===== src/rtl/db9md_pkg.sv =====
// rtl/db9md_pkg.sv - shared step enum, button/pin indices and select helper for the DB9 pad scanner
package db9md_pkg;

    typedef enum logic [3:0] {
        ST_SETTLE,
        ST_S0,
        ST_S1,
        ST_S2,
        ST_S3,
        ST_S4,
        ST_S5,
        ST_S6,
        ST_S7,
        ST_IDLE
    } step_t;

    localparam int BTN_R     = 0;
    localparam int BTN_L     = 1;
    localparam int BTN_D     = 2;
    localparam int BTN_U     = 3;
    localparam int BTN_B     = 4;
    localparam int BTN_C     = 5;
    localparam int BTN_A     = 6;
    localparam int BTN_START = 7;
    localparam int BTN_MODE  = 8;
    localparam int BTN_X     = 9;
    localparam int BTN_Y     = 10;
    localparam int BTN_Z     = 11;

    localparam int PIN_UP    = 0;
    localparam int PIN_DOWN  = 1;
    localparam int PIN_LEFT  = 2;
    localparam int PIN_RIGHT = 3;
    localparam int PIN_TL    = 4;
    localparam int PIN_TR    = 5;

    // Odd protocol steps drive select low; everything else holds it high.
    function automatic logic mdsel_for(input step_t s);
        case (s)
            ST_S1, ST_S3, ST_S5, ST_S7: return 1'b0;
            default:                    return 1'b1;
        endcase
    endfunction

endpackage


===== src/rtl/db9md_step_timer.sv =====
// rtl/db9md_step_timer.sv - reloading down-counter producing the per-step sampling strobe and idle-gap end
module db9md_step_timer #(
    parameter int STEP_CYCLES = 400,
    parameter int IDLE_CYCLES = 80000
) (
    input  logic clk,
    input  logic reset_n,
    input  logic load_idle,
    output logic step_last,
    output logic idle_done
);

    localparam int MAXC = (IDLE_CYCLES > STEP_CYCLES) ? IDLE_CYCLES : STEP_CYCLES;
    localparam int CW   = $clog2(MAXC);
    localparam logic [CW-1:0] STEP_LOAD = CW'(STEP_CYCLES - 1);
    localparam logic [CW-1:0] IDLE_LOAD = CW'(IDLE_CYCLES - 1);

    logic [CW-1:0] count;
    logic          in_idle;
    logic          at_zero;

    assign at_zero   = (count == '0);
    assign step_last = at_zero & ~in_idle;
    assign idle_done = at_zero & in_idle;

    // load_idle is only looked at on the wrap cycle, so it picks the next period's length.
    always_ff @(posedge clk) begin
        if (!reset_n) begin
            count   <= STEP_LOAD;
            in_idle <= 1'b0;
        end else if (at_zero) begin
            count   <= load_idle ? IDLE_LOAD : STEP_LOAD;
            in_idle <= load_idle;
        end else begin
            count   <= count - 1'b1;
        end
    end

endmodule


===== src/rtl/db9md_pad_scanner.sv =====
// rtl/db9md_pad_scanner.sv - two-player Mega Drive 3/6-button DB9 scanner; DB9MD_DEGLITCH_EN enables two-scan commit filter
module db9md_pad_scanner
    import db9md_pkg::*;
#(
    parameter int STEP_CYCLES = 400,
    parameter int IDLE_CYCLES = 80000
) (
    input  logic        clk,
    input  logic        reset_n,
    input  logic [5:0]  joy_in,
    output logic        joy_split,
    output logic        joy_mdsel,
    output logic [11:0] joystick1,
    output logic [11:0] joystick2,
    output logic [1:0]  six_btn
);

    logic [5:0]  sync1;
    logic [5:0]  pins;
    logic [5:0]  pressed;
    step_t       state;
    step_t       state_next;
    logic        player;
    logic        player_next;
    logic        step_last;
    logic        idle_done;
    logic        load_idle;
    logic [11:0] scan_word;
    logic        present;
    logic        six;
    logic        commit;
    logic        stable;
    logic [11:0] final_word;
    logic        final_six;

    always_ff @(posedge clk) begin
        if (!reset_n) begin
            sync1 <= '1;
            pins  <= '1;
        end else begin
            sync1 <= joy_in;
            pins  <= sync1;
        end
    end

    assign pressed = ~pins;

    assign load_idle = (state == ST_S7) && player;

    db9md_step_timer #(
        .STEP_CYCLES(STEP_CYCLES),
        .IDLE_CYCLES(IDLE_CYCLES)
    ) u_timer (
        .clk      (clk),
        .reset_n  (reset_n),
        .load_idle(load_idle),
        .step_last(step_last),
        .idle_done(idle_done)
    );

    always_comb begin
        state_next  = state;
        player_next = player;
        case (state)
            ST_IDLE: begin
                if (idle_done) begin
                    state_next  = ST_SETTLE;
                    player_next = 1'b0;
                end
            end
            ST_S7: begin
                if (step_last) begin
                    state_next  = player ? ST_IDLE : ST_SETTLE;
                    player_next = 1'b1;
                end
            end
            default: begin
                if (step_last) state_next = step_t'(4'(state) + 4'd1);
            end
        endcase
    end

    // Select and split are registered from the next state so the pad pins never see decode glitches.
    always_ff @(posedge clk) begin
        if (!reset_n) begin
            state     <= ST_SETTLE;
            player    <= 1'b0;
            joy_mdsel <= 1'b1;
            joy_split <= 1'b0;
        end else begin
            state     <= state_next;
            player    <= player_next;
            joy_mdsel <= mdsel_for(state_next);
            joy_split <= (state_next == ST_IDLE) ? 1'b1 : player_next;
        end
    end

    always_ff @(posedge clk) begin
        if (!reset_n) begin
            scan_word <= '0;
            present   <= 1'b0;
            six       <= 1'b0;
        end else if (step_last) begin
            case (state)
                ST_SETTLE: scan_word <= '0;
                ST_S0: begin
                    scan_word[BTN_U] <= pressed[PIN_UP];
                    scan_word[BTN_D] <= pressed[PIN_DOWN];
                    scan_word[BTN_L] <= pressed[PIN_LEFT];
                    scan_word[BTN_R] <= pressed[PIN_RIGHT];
                    scan_word[BTN_B] <= pressed[PIN_TL];
                    scan_word[BTN_C] <= pressed[PIN_TR];
                end
                ST_S1: begin
                    scan_word[BTN_A]     <= pressed[PIN_TL];
                    scan_word[BTN_START] <= pressed[PIN_TR];
                    present              <= pressed[PIN_LEFT] & pressed[PIN_RIGHT];
                end
                ST_S5: six <= &pressed[PIN_RIGHT:PIN_UP];
                ST_S6: begin
                    if (six) begin
                        scan_word[BTN_Z]    <= pressed[PIN_UP];
                        scan_word[BTN_Y]    <= pressed[PIN_DOWN];
                        scan_word[BTN_X]    <= pressed[PIN_LEFT];
                        scan_word[BTN_MODE] <= pressed[PIN_RIGHT];
                    end
                end
                default: ;
            endcase
        end
    end

    assign commit = step_last && (state == ST_S7);

    always_comb begin
        final_word = present ? scan_word : 12'h000;
        final_six  = present & six;
    end

`ifdef DB9MD_DEGLITCH_EN
    logic [12:0] prev1;
    logic [12:0] prev2;

    assign stable = ({final_six, final_word} == (player ? prev2 : prev1));

    always_ff @(posedge clk) begin
        if (!reset_n) begin
            prev1 <= '0;
            prev2 <= '0;
        end else if (commit) begin
            if (player) prev2 <= {final_six, final_word};
            else        prev1 <= {final_six, final_word};
        end
    end
`else
    assign stable = 1'b1;
`endif

    always_ff @(posedge clk) begin
        if (!reset_n) begin
            joystick1 <= '0;
            joystick2 <= '0;
            six_btn   <= '0;
        end else if (commit && stable) begin
            if (player) begin
                joystick2  <= final_word;
                six_btn[1] <= final_six;
            end else begin
                joystick1  <= final_word;
                six_btn[0] <= final_six;
            end
        end
    end

endmodule


===== config.mk =====
export PLATFORM = sky130hd
export DESIGN_NAME = db9md_pad_scanner
export DESIGN_NICKNAME = d
export VERILOG_FILES = /design/src/rtl/db9md_pkg.sv /design/src/rtl/db9md_step_timer.sv /design/src/rtl/db9md_pad_scanner.sv
export SDC_FILE = /design/constraint.sdc
export NUM_CORES = 1
export LEC_CHECK = 0
export BUFFER_PORTS_ARGS = -buffer_cell sky130_fd_sc_hd__buf_2
export CAP_MARGIN = 0
export CORE_MARGIN = 3
export CORE_UTILIZATION = 55
export CTS_CLUSTER_SIZE = 25
export DETAILED_ROUTE_END_ITERATION = 8
export PLACE_DENSITY = 0.72
export REMOVE_ABC_BUFFERS = 1
export SYNTH_ARGS = -nofsm -noshare
export SYNTH_HDL_FRONTEND = slang
export SYNTH_SLANG_ARGS = --single-unit

===== constraint.sdc =====
create_clock -name clk -period 2.3 [get_ports clk]
set_clock_uncertainty 0.05 [all_clocks]
set_input_delay 0.46 -clock clk [delete_from_list [all_inputs] [get_ports clk]]
set_output_delay 0.46 -clock clk [all_outputs]
set_load 0.05 [all_outputs]

==> metrics <==
Gate power share=2.5%; number of vias in the routed layout=2579; final setup vio count=0; switching part of the total=19.7%; Distinct cells, synth=53; Slew headroom=42.2%; Nets=424; 1st-iter DRT viols=115; Worst-Margin Slew=0.866 ns; Hold Path Class=input pin to register; Detailed Place HPWL=4710 um; Post-synth EDFFs=0; R2R depth=6; CTS Hold Bufs=0; Critical Path End Type=register; Root Driver=clkbuf_8; Initial Utilization=59.2%; fraction of layout cells with a size suffix above 1=22.9%; Fillers=487; startpoint types=register; Clock power frac=between 40% and 50%; Crit Reg-Reg Endpoint=scan_word[9]; Clk pin slew, worst setup/hold paths=0.08 ns; Remaining DRCs=0; CTS tree=done; P per Cell Area=670 nW/um2; Tcrit/Tclk final=92.4%; status=complete, no violations; CTS buffer count=9; initial antenna violation count=0; r2r setup slk=0.17 ns; Worst-Skew Late Latency=between 0.3 and 0.4 ns; H-Tree Depth=3; Die Y=84.6 um; worst-path cell chain=or4_4 > nor2_4 > nand4_4 > nor4_4 > mux2i_1 > nor2b_1; GR Util All Layers=20.0%; global-route wire length before repair=11600 um; top-count cell post-synth=dfxtp_1; first-pass detailed-route iteration total=4; GP Congestion=0.876; Arr. time, crit path=2.31 ns; post-route ant nets=0; placed cell count=~470; diode count=0; Worst path slowest cell=or4_4; Leakage=1.46 nW; Max Cap Viol=0; final instance area=3960 um2; IO Pins=36; fin crit period=~2.1 ns; Sw Pwr=approximately 0.52 mW; synthesized flop and latch total=77; total global routing overflow=0; Max Slew Vio Count=0; DP Area=3700 um2; Top delay family on crit path=simple AND/OR/NAND/NOR gates; num rows=27; Gate Count Post-Synth=367; PortBufs=35; final WL=around 6700 um; hold_sp=joy_in[1]; Core Area=5740 um2; largest net degree at the start of global routing=31; Endpoint, Worst Hold=sync1[1]; power share of the sequential group=51.3%; Max VDD drop=between 0.4 and 0.5 mV; Area Overhead vs Synth=16.6%; CTS Buffer Depth=2; buffer and inverter count on the worst path=0; Die Wd=84.6 um; DIE AREA=7160 um2; Internal Pwr Total=2.13 mW; crit-path max FO=5; largest cells by area after synthesis=dfxtp_1 (45%), nand2_1 (5.4%), nand3_1 (4.6%); synth cell count leaders=dfxtp_1 (77), nand2_1 (49), nand3_1 (31); Fin. Hold Viols=0; Synth top area share=between 40% and 50%; RSZ-0062 raised after global routing=yes; ys flop type=dfxtp_1; post-DR wirelength/cell=about 14 um; clock sinks=77; worst path required time=2.49 ns; Cell Area, Synth=3400 um2; Setup CP Type=register to register; hold slack final=between 0.2 and 0.25 ns; post-route insts no fill=~500; Max Clk Rate=0.470 GHz; vias in the first global route=2471; post-DR vias/cell=5.31; leading area contributor after synthesis=dfxtp_1; Syn Area/Cell=roughly 9 um2; Critical R2R Launch=u_timer.count[5]; WHS Path Cells=2; Crit path largest cell delay=0.56 ns; post-synthesis sequential area ratio=45.4%; Post-synth ARST share=0%; YS warnings=0
-- routing by layer --
metal  GRT usage (%)  share of wire [%]
met1            27.1                 49
met2            31.6                 45
met3            5.99                4.9
met4            4.75               0.88
met5               0                  0
-- worst max-delay path by stage --
| stage | start | depth (start not counted) | slack [ns] | end |
|---|---|---|---|---|
| after floorplan | u_timer.count[5] | 6 | 0.24 | joystick2[0] |
| after global placement | state[0] | 8 | 0.13 | joy_split |
| after detailed placement | state[0] | 8 | 0.12 | joy_mdsel |
| after CTS | state[0] | 8 | 0.11 | joy_split |
| after global routing | u_timer.count[0] | 8 | -0.02 | scan_word[6] |
| final | u_timer.count[5] | 6 | 0.17 | scan_word[9] |
-- power by group through the flow --
| stage | registers, mW | clock network, mW | logic, mW |
|---|---|---|---|
| 2_1_floorplan | 1.40 | 0 | 0.0336 |
| 3_3_place_gp | 1.39 | 0 | 0.0658 |
| 3_5_place_dp | 1.39 | 0 | 0.0664 |
| 4_1_cts | 1.36 | 1.25 | 0.0665 |
| 5_1_grt | 1.36 | 1.32 | 0.0725 |
| 6_report | 1.36 | 1.23 | 0.0658 |
-- final cells by class --
cell class                      instances  area (um2)  share of cell area (%)
Clock buffer                           10         138                    3.47
Clock inverter                          5         108                    2.72
Inverter                                9        33.8                   0.853
Multi-Input combinational cell        263        1750                    44.2
Sequential cell                        77        1540                    38.9
Tap cell                               72        90.1                    2.27
Timing Repair Buffer                   50         300                    7.58
-- repair_timing --
| item | CTS | global route |
|---|---|---|
| endpoints found under the setup margin | 0 | 3 |
| buffers inserted | 0 | 0 |
| gates resized for setup | 0 | 4 |
-- worst register-to-register path, cell delays in order, from the launching register on --
cell	delay [ns]
dfxtp_1	0.36
or4_4	0.56
nor2_4	0.12
nand4_4	0.17
nor4_4	0.43
mux2i_1	0.26
nor2b_1	0.07
-- placed cells by master (no fill, tap or decap), types with 9 or more instances in the layout --
cell	n
nor2b_1	9
buf_4	14
inv_1	9
a21boi_0	9
o21ai_0	15
nand2_1	49
a21boi_1	14
clkbuf_8	10
dfxtp_1	77
nand2b_1	16
a21boi_2	10
buf_2	35
xnor2_1	10
nand3_1	31
nor2_1	23
-- kinds of logic (layout without fill, tap and decap cells) --
| family | after synthesis | after routing | synth area share (%) |
|---|---|---|---|
| adders and majority gates | 6 | 6 | 2.21 |
| and+or+nand+nor | 171 | 171 | 29.2 |
| xor gates and xnor gates | 14 | 14 | 3.61 |
| DFF | 77 | 77 | 45.4 |
| buffers and inverters | 27 | 74 | 3.54 |
| AOI/OAI and AO/OA | 66 | 66 | 14.3 |
| muxes | 6 | 6 | 1.77 |
-- registers in the layout, indices dropped and copies added, names as in the netlist --
register and count:
sync1 6, joy_split 1, player 1, state 4, u_timer.count 17, six_btn 2, six 1, u_timer.in_idle 1
joystick2 12, present 1, pins 6, joystick1 12, joy_mdsel 1, scan_word 12
-- per-stage QoR --
stage | setup slack, ns | utilization (%) | TNS (ns) | power [mW]
2_1_floorplan | 0.238 | - | 0 | 1.43
3_3_place_gp | 0.125 | 64.4 | 0 | 1.46
3_5_place_dp | 0.122 | 64.4 | 0 | 1.46
4_1_cts | 0.112 | 68.7 | 0 | 2.68
5_1_grt | -0.0244 | 69.0 | -0.0577 | 2.75
6_report | 0.174 | 69.0 | 0 | 2.65
(Power assumes the default switching activity.)
